<file path="config.mk">
export PLATFORM = sky130hd
export DESIGN_NAME = hazard_scoreboard
export DESIGN_NICKNAME = d
export VERILOG_FILES = /design/src/rtl/hazard_scoreboard_pkg.sv /design/src/rtl/hazard_cnt_entry.sv /design/src/rtl/hazard_scoreboard.sv
export SDC_FILE = /design/constraint.sdc
export NUM_CORES = 1
export LEC_CHECK = 0
export ABC_AREA = 1
export BUFFER_PORTS_ARGS = -buffer_cell sky130_fd_sc_hd__buf_2
export CAP_MARGIN = 20
export CORE_UTILIZATION = 50
export DETAILED_ROUTE_END_ITERATION = 8
export PLACE_DENSITY = 0.66
export SKIP_CTS_REPAIR_TIMING = 1
export SYNTH_ARGS = -nofsm -noshare
export SYNTH_HDL_FRONTEND = slang
export SYNTH_SLANG_ARGS = --single-unit
</file>
<file path="constraint.sdc">
create_clock -name clk -period 2.3 [get_ports clk]
set_clock_uncertainty 0.2 [all_clocks]
set_input_delay 0.115 -clock clk [delete_from_list [all_inputs] [get_ports clk]]
set_output_delay 0.115 -clock clk [all_outputs]
set_load 0.005 [all_outputs]
</file>
<file path="src/rtl/hazard_scoreboard_pkg.sv">
// Shared constants for the register-readiness hazard scoreboard.
// Default latencies describe the baseline 5-stage pipeline with branches resolved in ID.
package hazard_scoreboard_pkg;
    localparam int REG_ZERO         = 0;
    localparam int DEF_ALU_LAT      = 0;
    localparam int DEF_LOAD_LAT     = 1;
    localparam int DEF_BRANCH_EXTRA = 1;
endpackage

</file>
<file path="src/rtl/hazard_cnt_entry.sv">
// One register's readiness countdown: reload on issue, otherwise count down to zero.
// gt reports whether the remaining count still exceeds the consumer's threshold.
module hazard_cnt_entry #(
    parameter int CNT_W = 3
) (
    input  logic             clk,
    input  logic             rst_n,
    input  logic             load,
    input  logic [CNT_W-1:0] load_val,
    input  logic [CNT_W-1:0] thr,
    output logic             gt
);

    logic [CNT_W-1:0] cnt;

    // A new producer overrides the decrement so write-after-write keeps the newer latency.
    always_ff @(posedge clk or negedge rst_n) begin
        if (!rst_n) begin
            cnt <= '0;
        end else if (load) begin
            cnt <= load_val;
        end else if (cnt != '0) begin
            cnt <= cnt - 1'b1;
        end
    end

    assign gt = (cnt > thr);

endmodule

</file>
<file path="src/rtl/hazard_scoreboard.sv">
// ID-stage hazard scoreboard: stalls consumers until producer results are forwardable,
// flushes IF/ID on taken branches and keeps a saturating count of stall cycles.
module hazard_scoreboard
    import hazard_scoreboard_pkg::*;
#(
    parameter int REG_AW       = 5,
    parameter int ALU_LAT      = DEF_ALU_LAT,
    parameter int LOAD_LAT     = DEF_LOAD_LAT,
    parameter int BRANCH_EXTRA = DEF_BRANCH_EXTRA,
    parameter int CNT_W        = 3,
    parameter int STAT_W       = 16
) (
    input  logic              clk,
    input  logic              rst_n,
    input  logic              id_valid,
    input  logic [REG_AW-1:0] id_rs,
    input  logic [REG_AW-1:0] id_rt,
    input  logic              id_uses_rs,
    input  logic              id_uses_rt,
    input  logic              id_is_branch,
    input  logic              id_reg_write,
    input  logic              id_mem_read,
    input  logic [REG_AW-1:0] id_dst,
    input  logic              branch_taken,
    output logic              pc_write,
    output logic              if_id_write,
    output logic              id_ex_bubble,
    output logic              if_id_flush,
    output logic              stall,
    output logic [STAT_W-1:0] stall_cycles
);

    localparam int NREG = 2 ** REG_AW;
    localparam logic [CNT_W-1:0] ALU_VAL  = CNT_W'(ALU_LAT + BRANCH_EXTRA);
    localparam logic [CNT_W-1:0] LOAD_VAL = CNT_W'(LOAD_LAT + BRANCH_EXTRA);
    localparam logic [CNT_W-1:0] THR_ALU  = CNT_W'(BRANCH_EXTRA);
    localparam logic [REG_AW-1:0] R0      = REG_AW'(REG_ZERO);

    logic [NREG-1:0]  gt;
    logic [CNT_W-1:0] thr;
    logic [CNT_W-1:0] wr_val;
    logic             haz_rs;
    logic             haz_rt;
    logic             issue;
    logic             wr_en;

    // Branches compare in ID, so they need the value one stage earlier than an ALU consumer.
    assign thr    = id_is_branch ? '0 : THR_ALU;
    assign wr_val = id_mem_read ? LOAD_VAL : ALU_VAL;

    assign gt[0] = 1'b0;

    genvar r;
    for (r = 1; r < NREG; r++) begin : g_entry
        hazard_cnt_entry #(
            .CNT_W(CNT_W)
        ) u_entry (
            .clk     (clk),
            .rst_n   (rst_n),
            .load    (wr_en && (id_dst == REG_AW'(r))),
            .load_val(wr_val),
            .thr     (thr),
            .gt      (gt[r])
        );
    end

    assign haz_rs = id_valid & id_uses_rs & (id_rs != R0) & gt[id_rs];
    assign haz_rt = id_valid & id_uses_rt & (id_rt != R0) & gt[id_rt];

    assign stall        = haz_rs | haz_rt;
    assign pc_write     = ~stall;
    assign if_id_write  = ~stall;
    assign id_ex_bubble = stall;
    assign if_id_flush  = branch_taken & id_valid & ~stall;

    // Sources were checked against the old counts above; the producer's own entry reloads after.
    assign issue = id_valid & ~stall;
    assign wr_en = issue & id_reg_write & (id_dst != R0);

    always_ff @(posedge clk or negedge rst_n) begin
        if (!rst_n) begin
            stall_cycles <= '0;
        end else if (stall && (stall_cycles != {STAT_W{1'b1}})) begin
            stall_cycles <= stall_cycles + 1'b1;
        end
    end

endmodule

</file>
---- After elaboration in Yosys (flattened, before gate mapping) ----
Cells that the tools add are included.
operators by class
  reductions and logical operators ........ 97
  bitwise operators ....................... 13
  mux-type cells .......................... 68
  add/subtract/negate cells ............... 32
  $lt $le $gt $ge ......................... 33
  equal/unequal tests ..................... 32
operators by type and width
  cell                                                 number
  two-way mux 3 bit                                    62
  greater-than comparator 3 x 1 -> 1 bit               31
  nonzero test 3 bit                                   31
  subtractor 3 x 1 -> 3 bit (second input constant)    31
  == test 5 bit (second input constant)                16
  nonzero test 2 bit                                   31
  == test 5 x 4 -> 1 bit (second input constant)       8
  logical AND 1 bit                                    32
  == test 5 x 3 -> 1 bit (second input constant)       4
  adder 16 x 1 -> 16 bit (second input constant)       1
  inequality test 16 bit (second input constant)       1
  nonzero test 5 bit                                   3
  < comparator 5 x 6 -> 1 bit (second input constant)  2
  bitwise AND 1 bit                                    11
  binary-select mux 1 bit (select 5 bit)               2
  == test 5 x 2 -> 1 bit (second input constant)       2
  == test 5 x 1 -> 1 bit (second input constant)       1
  two-way mux 1 bit                                    3
  two-way mux 2 bit                                    1
  NOT 1 bit                                            1
  OR 1 bit                                             1
word-level totals
  bits in registers ....................... 109
  output and inout port bits .............. 21
  bits of input ports ..................... 24

---- Longest topological paths before layout ----
Gate-level depths: netlist of the first run.
  depth in word-level cells ............... 12
  depth in mapped cells ................... 19

---- Modules after synthesis ----
A second synthesis of the first run with hierarchy kept.
second synthesis, totals
  cell total of the unflattened synthesis .. 1736
  area total of the unflattened synthesis .. 11070.6 sq um
modules (own cells, without submodules)
  module             times used  cells an instance  sequential area each (sq um)  area each (sq um)
  hazard_cnt_entry   31          43                 75.1                          276.5
  hazard_scoreboard  1           403                400.4                         2498.6

---- Worst setup path after synthesis of the first run ----
OpenSTA, ideal clock, no wires.
  path type ............................... in2reg
  start ................................... input port id_is_branch
  end ..................................... register stall_cycles[2]
  library setup time ...................... 0.123 ns
  path slack .............................. -0.387 ns
  data arrival time ....................... 2.364 ns
  cell stages on the path ................. 16
  required time ........................... 1.977 ns
  path through ............................ inv_1 ha_1 o21ai_0 nand2_1 nand3_1 nand3_1 nand3_1 nand2_1 nand2_1 nand3_1 nand2_2 nand2_4 inv_2 buf_4 nand2_1 xor2_1
on the way
  longest elaborated chain between the ends .. 7
ends and longest elaborated chain
  item                                                              RTL line                                          source
  start, declared                                                   hazard_scoreboard.sv:20                           input logic id_is_branch,
  two-way mux 1 bit (*)                                             hazard_scoreboard.sv:48                           assign thr = id_is_branch ? '0 : THR_ALU;
  greater-than comparator 3 x 1 -> 1 bit                            hazard_cnt_entry.sv:27                            assign gt = (cnt > thr);
  binary-select mux 1 bit (select 5 bit), on equally long branches  hazard_scoreboard.sv:67, hazard_scoreboard.sv:68
  two-way mux 1 bit, on equally long branches                       hazard_scoreboard.sv:67, hazard_scoreboard.sv:68
  bitwise AND 1 bit, on equally long branches                       hazard_scoreboard.sv:67, hazard_scoreboard.sv:68
  OR 1 bit (*)                                                      hazard_scoreboard.sv:70                           assign stall = haz_rs | haz_rt;
  via id_ex_bubble                                                  hazard_scoreboard.sv:27                           output logic id_ex_bubble,
  logical AND 1 bit (*)                                             hazard_scoreboard.sv:83                           end else if (stall && (stall_cycles != {STAT_W{1'b1}})) begin
  end signal, assigned                                              hazard_scoreboard.sv:84                           stall_cycles <= stall_cycles + 1'b1;
  end, declared                                                     hazard_scoreboard.sv:30                           output logic [STAT_W-1:0] stall_cycles
The timed path passes the listed nets; every way through them passes the cells marked *. The select of a mux whose other input is x is not followed.
A chain may end at the register's enable or synchronous reset.

---- Worst setup path after layout of the first run ----
  start ................................... register g_entry[28].u_entry.cnt[0]
  end ..................................... register g_entry[1].u_entry.cnt[1]
on the way
  longest elaborated chain between the ends .. 11
ends and longest elaborated chain
  item                                                              RTL line                                          source
  start, declared                                                   hazard_cnt_entry.sv:14                            logic [CNT_W-1:0] cnt;
  start signal, assigned                                            hazard_cnt_entry.sv:21                            cnt <= load_val;
  start signal, assigned                                            hazard_cnt_entry.sv:23                            cnt <= cnt - 1'b1;
  greater-than comparator 3 x 1 -> 1 bit (*)                        hazard_cnt_entry.sv:27
  binary-select mux 1 bit (select 5 bit), on equally long branches  hazard_scoreboard.sv:67, hazard_scoreboard.sv:68
  two-way mux 1 bit, on equally long branches                       hazard_scoreboard.sv:67, hazard_scoreboard.sv:68
  bitwise AND 1 bit, on equally long branches                       hazard_scoreboard.sv:67, hazard_scoreboard.sv:68
  OR 1 bit (*)                                                      hazard_scoreboard.sv:70
  NOT 1 bit (*)                                                     hazard_scoreboard.sv:77                           assign issue = id_valid & ~stall;
  bitwise AND 1 bit (*)                                             hazard_scoreboard.sv:77
  bitwise AND 1 bit (*) (2 in series)                               hazard_scoreboard.sv:78                           assign wr_en = issue & id_reg_write & (id_dst != R0);
  logical AND 1 bit (*)                                             hazard_scoreboard.sv:60                           .load (wr_en && (id_dst == REG_AW'(r))),
  two-way mux 3 bit or nonzero test 2 bit (tied branches)           n/a
  end signal, assigned                                              hazard_cnt_entry.sv:21
  end signal, assigned                                              hazard_cnt_entry.sv:23
  end, declared                                                     hazard_cnt_entry.sv:14
Mark *: on every way between the ends. The rest lies on a longest branch, timed or not. The select of a mux whose other input is x is not followed.

==> run_results.csv, run 1 <==
group,metric,value,unit
floorplan,dieHeight,131,um
min_path,hp-class,"in2reg",
clock_network,numCtsBuffers,9,
final_layout,nFillCells,1358,
min_path,whs_endpoint,"g_entry[12].u_entry.cnt[2]$_DFFE_PN0P_",
clock_network,clk_path_buf_depth,2,
global_route,grt_pass1_wl,32300,um
yosys,ys_ff_latch,109,
worst_setup_path,critical_path.endpoint_type,"flip-flop",
power_and_ir_drop,leakage,5.45,nW
clock_network,cts.sinks,109,
power_and_ir_drop,report.power.total,12.8,mW
worst_setup_path,r2r_slack,-0.28,ns
worst_setup_path,r2r-start,"g_entry[28].u_entry.cnt[0]$_DFFE_PN0P_",
routing,wl_met3,857,um
clock_network,clk_latency,0.37,ns
floorplan,die_x,131,um
yosys,async_flop_share,1.00,
final_layout,layout.cells.non_filler,1541,
sta,setup_violations,113,
outcome,violations,"negative setup slack",
placement,gp_congestion,0.986,
final_layout,synthToLayoutAreaGrowth,28.4,%
global_route,grt_pass1_vias,6904,
clock_network,clockRootBuffer,"clkbuf_16",
floorplan,rows,46,
floorplan,start_util,0.517,
sta,fin_crit,2.58,ns
global_route,antenna_found_initial,1,
yosys,avgSynthCellArea,7.24,um2
global_route,grt_max_degree,110,
final_layout,design_area,10700,um2
routing,top_layer_used,"met4",
sta,tightestPinTransition,0.646,ns
worst_setup_path,crit_fanout,16,
sta,fin_crit_sh,1.12,
global_route,overflow,0,
yosys,synth.distinct_cells,33,
sta,hold_viol,0,
yosys,ys_seq_area_frac,0.329,
floorplan,core-area,16100,um2
placement,dp_hpwl,15000,um
global_route,grt_use_total,0.245,
final_layout,final_cell_mix,"nand2_1, inv_1, buf_4, nor2_1, dfrtp_1",
floorplan,io_pins,45,
yosys,ys.warnings.count,0,
job,cap_violations,0,
worst_setup_path,required,2.36,ns
yosys,syn_area,8300,um2
clock_network,tritoncts,"built",
routing,viasPerCell,4.89,
outcome,run_status,"complete, but fails checks",
power_and_ir_drop,power_density,1200,nW/um2
routing,post-route-drc-count,0,
routing,drt_iter0_drc,465,
min_path,hp-start,"id_valid",
routing,route.met2.wl,9340,um
floorplan,dieArea,17100,um2
routing,wl_met1,9610,um
yosys,netlist_instances,1147,
worst_setup_path,critPathLaunchType,"flip-flop",
final_layout,drive_above_1_share,0.273,
yosys,synth-edff-count,0,
final_layout,layout_commonest_cell,"nand2_1",
yosys,ys.flop_type,"dfrtp_1",
sta,fin_tns_setup,-18.59,ns
clock_network,cts-htree-levels,3,
placement,dp_cells,1511,
worst_setup_path,regToRegEndpoint,"g_entry[1].u_entry.cnt[1]$_DFFE_PN0P_",
worst_setup_path,ff2ff_path_depth,16,
sta,worst_slack,-0.284,ns
placement,placed_area,9720,um2
power_and_ir_drop,max-vdd-ir-drop,0.000692,V
min_path,min_path_cells,4,
routing,routed_wl,20200,um
sta,slew_headroom,0.569,
worst_setup_path,crit_arrival,2.64,ns
placement,io_buffers,44,
sta,rsz0062_at_grt,"true",
worst_setup_path,path_class,"reg2reg",
final_layout,nets,1437,
routing,wire_per_inst,13.1,um
routing,firstDrtPassIters,4,
sta,drv_slew,0,
yosys,synth_nets,1265,
routing,ant_nets,0,
sta,max_freq,387,MHz
routing,dr_total_vias,7539,
clock_network,clkTransAtPathRegs,0.08,ns
-- metal layers --
metal,GRT usage,up-vias
met1,0.334,3460
met2,0.400,156
met5,0,-
met4,0.0818,0
met3,0.0330,27
li1,-,3896
-- per-stage QoR --
| stage | hold WS (ns) | worst slack [ns] | utilization |
|---|---|---|---|
| 3_3_place_gp | 0.0498 | -0.296 | 0.605 |
| 2_1_floorplan | -0.381 | -0.206 | - |
| 4_1_cts | -0.339 | -0.491 | 0.623 |
| 3_5_place_dp | 0.0561 | -0.360 | 0.605 |
| 6_report | 0.0705 | -0.284 | 0.664 |
| 5_1_grt | 0.0914 | -0.403 | 0.663 |
-- where the power goes --
group	switching [mW]	leakage, nW	internal, mW
logic	4.00	3.99	3.70
clock network	0.790	0.142	0.754
registers	0.611	1.32	2.91
total	5.40	5.45	7.37
-- worst max-delay path, stage by stage (launching register included) --
cell     delay [ns]
dfrtp_1        0.36
inv_1          0.06
ha_1           0.29
o21ai_2        0.19
nor2_1         0.07
nor2_2         0.11
nand2_2        0.06
nand3_2        0.06
nand2_1        0.05
nand2_1        0.06
nand3_2        0.09
buf_4          0.15
nand4_4        0.12
buf_12         0.20
nor2_2         0.06
buf_4          0.14
o21a_1         0.17
-- flip-flops by register name, indices dropped and copies added, names as in the netlist --
name and cells:
g_entry.u_entry.cnt 93, stall_cycles 16
-- layout make-up --
type,count,area (um2),area share
Inverter,211,806,0.0756
Sequential cell,109,2730,0.256
Clock buffer,9,225,0.0211
Antenna cell,1,2.50,0.000235
Clock inverter,7,60.1,0.00564
Multi-Input combinational cell,808,5200,0.488
Timing Repair Buffer,180,1370,0.128
Tap cell,216,270,0.0254
-- cells in the mapped netlist, drive strengths merged (2+ instances only) --
master / n / area share
a21oi: 6 / 0.0036
buf: 13 / 0.011
clkbuf: 6 / 0.0027
dfrtp: 109 / 0.33
ha: 94 / 0.14
inv: 211 / 0.096
mux2i: 3 / 0.0036
nand2: 261 / 0.12
nand3: 86 / 0.052
nand3b: 2 / 0.0018
nand4: 6 / 0.0063
nor2: 153 / 0.075
nor3: 31 / 0.019
nor4: 2 / 0.0015
o21a: 18 / 0.016
o21ai: 62 / 0.037
or2: 12 / 0.0090
xnor2: 27 / 0.028
xor2: 42 / 0.044
-- cell families (layout without fill, tap and decap cells) --
| kind of cell | Yosys count | count (layout) | share of synthesized area |
|---|---|---|---|
| muxes | 3 | 3 | 0.00362 |
| DFF | 109 | 109 | 0.329 |
| xor gates and xnor gates | 69 | 69 | 0.0728 |
| and+or+nand+nor | 554 | 554 | 0.285 |
| AOI/OAI and AO/OA | 88 | 88 | 0.0591 |
| adders and majority gates | 94 | 94 | 0.142 |
| other | 0 | 1 | 0 |
| buffers and inverters | 230 | 407 | 0.109 |
-- worst max path at each step --
stage	from	endpoint	slack, ns	depth (start not counted)
after floorplan	id_is_branch	g_entry[16].u_entry.cnt[1]$_DFFE_PN0P_	-0.21	17
after global placement	id_is_branch	stall_cycles[7]$_DFFE_PN0P_	-0.30	19
after detailed placement	id_is_branch	g_entry[5].u_entry.cnt[1]$_DFFE_PN0P_	-0.36	17
after CTS	g_entry[23].u_entry.cnt[0]$_DFFE_PN0P_	pc_write	-0.49	15
after global routing	g_entry[24].u_entry.cnt[0]$_DFFE_PN0P_	g_entry[5].u_entry.cnt[1]$_DFFE_PN0P_	-0.40	17
final	g_entry[28].u_entry.cnt[0]$_DFFE_PN0P_	g_entry[1].u_entry.cnt[1]$_DFFE_PN0P_	-0.28	16
(Power assumes the default switching activity.)
==> inputs of run 2 (changes only) <==
--- a/config.mk
+++ b/config.mk
@@ -7,10 +7,10 @@
 export LEC_CHECK = 0
 export ABC_AREA = 1
 export BUFFER_PORTS_ARGS = -buffer_cell sky130_fd_sc_hd__buf_2
-export CAP_MARGIN = 20
-export CORE_UTILIZATION = 50
+export CAP_MARGIN = 15
+export CORE_UTILIZATION = 57
 export DETAILED_ROUTE_END_ITERATION = 8
-export PLACE_DENSITY = 0.66
+export PLACE_DENSITY = 0.74
 export SKIP_CTS_REPAIR_TIMING = 1
 export SYNTH_ARGS = -nofsm -noshare
 export SYNTH_HDL_FRONTEND = slang
==> run_results.csv, run 2 (synthesis results as in run 1) <==
group,metric,value,unit
routing,routed_wl,22800,um
placement,gp_congestion,1.07,
global_route,overflow,0,
sta,setup_violations,112,
sta,tightestPinTransition,0.555,ns
final_layout,final_cell_mix,"nand2_1, inv_1, nor2_1, dfrtp_1, buf_4",
job,cap_violations,0,
final_layout,layout_commonest_cell,"nand2_1",
sta,fin_crit,2.66,ns
clock_network,clk_path_buf_depth,2,
final_layout,drive_above_1_share,0.318,
final_layout,nets,1438,
sta,max_freq,376,MHz
floorplan,core-area,14000,um2
final_layout,top_register,"g_entry.u_entry.cnt",
worst_setup_path,required,1.99,ns
final_layout,nFillCells,963,
final_layout,synthToLayoutAreaGrowth,32.1,%
clock_network,clockRootBuffer,"clkbuf_16",
final_layout,top_regs,"g_entry.u_entry.cnt: 93 flops, stall_cycles: 16 flops",
worst_setup_path,crit_fanout,4,
routing,viasPerCell,5.30,
floorplan,die_x,123,um
clock_network,numCtsBuffers,9,
power_and_ir_drop,power_density,1230,nW/um2
final_layout,final_util,0.781,
floorplan,io_pins,45,
worst_setup_path,crit_slowest_cell,"dfrtp_1",
outcome,violations,"negative setup slack",
sta,slew_headroom,0.630,
outcome,run_status,"complete, but fails checks",
final_layout,design_area,11000,um2
worst_setup_path,crit_path_max_incr_delay,0.37,ns
worst_setup_path,critPathMostFrequentCell,"nand2_1",
routing,wire_per_inst,15.1,um
global_route,antenna_found_initial,0,
worst_setup_path,crit_arrival,2.34,ns
global_route,grt_pass1_wl,33000,um
routing,post-route-drc-count,0,
global_route,grt_pass1_vias,7190,
min_path,hp-class,"in2async",
placement,io_buffers,44,
placement,placed_area,9530,um2
worst_setup_path,critical_path.endpoint_type,"output pin",
routing,firstDrtPassIters,6,
floorplan,rows,43,
global_route,grt_use_total,0.285,
floorplan,dieHeight,123,um
clock_network,cts-htree-levels,3,
power_and_ir_drop,leakage,5.52,nW
sta,fin_crit_sh,1.16,
clock_network,clk_latency,0.37,ns
placement,dp_hpwl,15200,um
clock_network,tritoncts,"built",
clock_network,clkTransAtPathRegs,0.08,ns
sta,worst_slack,-0.358,ns
routing,drt_iter0_drc,401,
sta,drv_slew,0,
floorplan,start_util,0.591,
final_layout,n_antenna_cell,0,
sta,fin_tns_setup,-22.73,ns
floorplan,dieArea,15000,um2
global_route,grt_max_degree,42,
clock_network,cts.sinks,109,
power_and_ir_drop,max-vdd-ir-drop,0.000919,V
sta,rsz0062_at_grt,"true",
sta,hold_viol,0,
final_layout,largest_reg_flops,93,
placement,dp_slack,-0.426,ns
worst_setup_path,path_class,"reg2out",
worst_setup_path,cp_cell_sequence,"inv_1, ha_1, inv_1, nand2_2, nand3_1, nand3_1, nand2_1, nand2_1, nand3_2, nand2_1, nand2_1, nand3_2, buf_6, nand2_8, buf_6, inv_2, buf_2",
routing,ant_nets,0,
routing,dr_total_vias,7975,
worst_setup_path,critPathLaunchType,"flip-flop",
[run 2: routing by layer]
metal  part of all wire  global-route usage
met5                  0                   0
met2               0.49               0.469
met1               0.41               0.364
met3              0.066              0.0525
met4              0.034               0.129
[run 2: layout make-up]
| type | instances | area [um2] | area share |
|---|---|---|---|
| multi-input combinational | 808 | 5500 | 0.501 |
| tap | 180 | 225 | 0.0205 |
| sequential | 109 | 2730 | 0.249 |
| clock inverter | 6 | 46.3 | 0.00422 |
| inverter | 211 | 806 | 0.0735 |
| clock buffer | 10 | 239 | 0.0218 |
| timing repair buffer | 181 | 1430 | 0.130 |
[run 2: stage by stage]
| step | instances | hold WS (ns) | total power [mW] |
|---|---|---|---|
| 6_report | 1505 | 0.0446 | 13.5 |
| 5_1_grt | 1505 | 0.0778 | 14.8 |
| 4_1_cts | 1473 | -0.477 | 12.2 |
| 3_5_place_dp | 1457 | -0.0910 | 10.6 |
| 3_3_place_gp | 1457 | -0.0922 | 10.3 |
| 2_1_floorplan | 1147 | -0.381 | 8.29 |
[run 2: final timing paths]
path                                                           to  slack [ns]                                  start  cells after the start
setup / recovery                                      if_id_write       -0.36  g_entry[6].u_entry.cnt[0]$_DFFE_PN0P_                     17
hold / removal             g_entry[13].u_entry.cnt[1]$_DFFE_PN0P_        0.04                                  rst_n                      2
setup reg to reg           g_entry[14].u_entry.cnt[1]$_DFFE_PN0P_       -0.34  g_entry[6].u_entry.cnt[0]$_DFFE_PN0P_                     17
hold reg to reg                      stall_cycles[15]$_DFFE_PN0P_        0.32           stall_cycles[15]$_DFFE_PN0P_                      2
max in group asynchronous  g_entry[26].u_entry.cnt[2]$_DFFE_PN0P_        1.27                                  rst_n                      3
min in group clk           g_entry[12].u_entry.cnt[2]$_DFFE_PN0P_        0.05                               id_valid                      4
[run 2: power breakdown]
group	switching [mW]	internal, mW	total, mW
logic	4.46	3.95	8.41
registers	0.635	2.91	3.55
clock network	0.781	0.774	1.55
[run 2: worst max-delay path: cells and delay by family, from the launching register on]
family,cells,cell delay [ns]
adders and majority gates,1,0.23
DFF,1,0.37
buffers and inverters,6,0.59
and+or+nand+nor,10,0.77
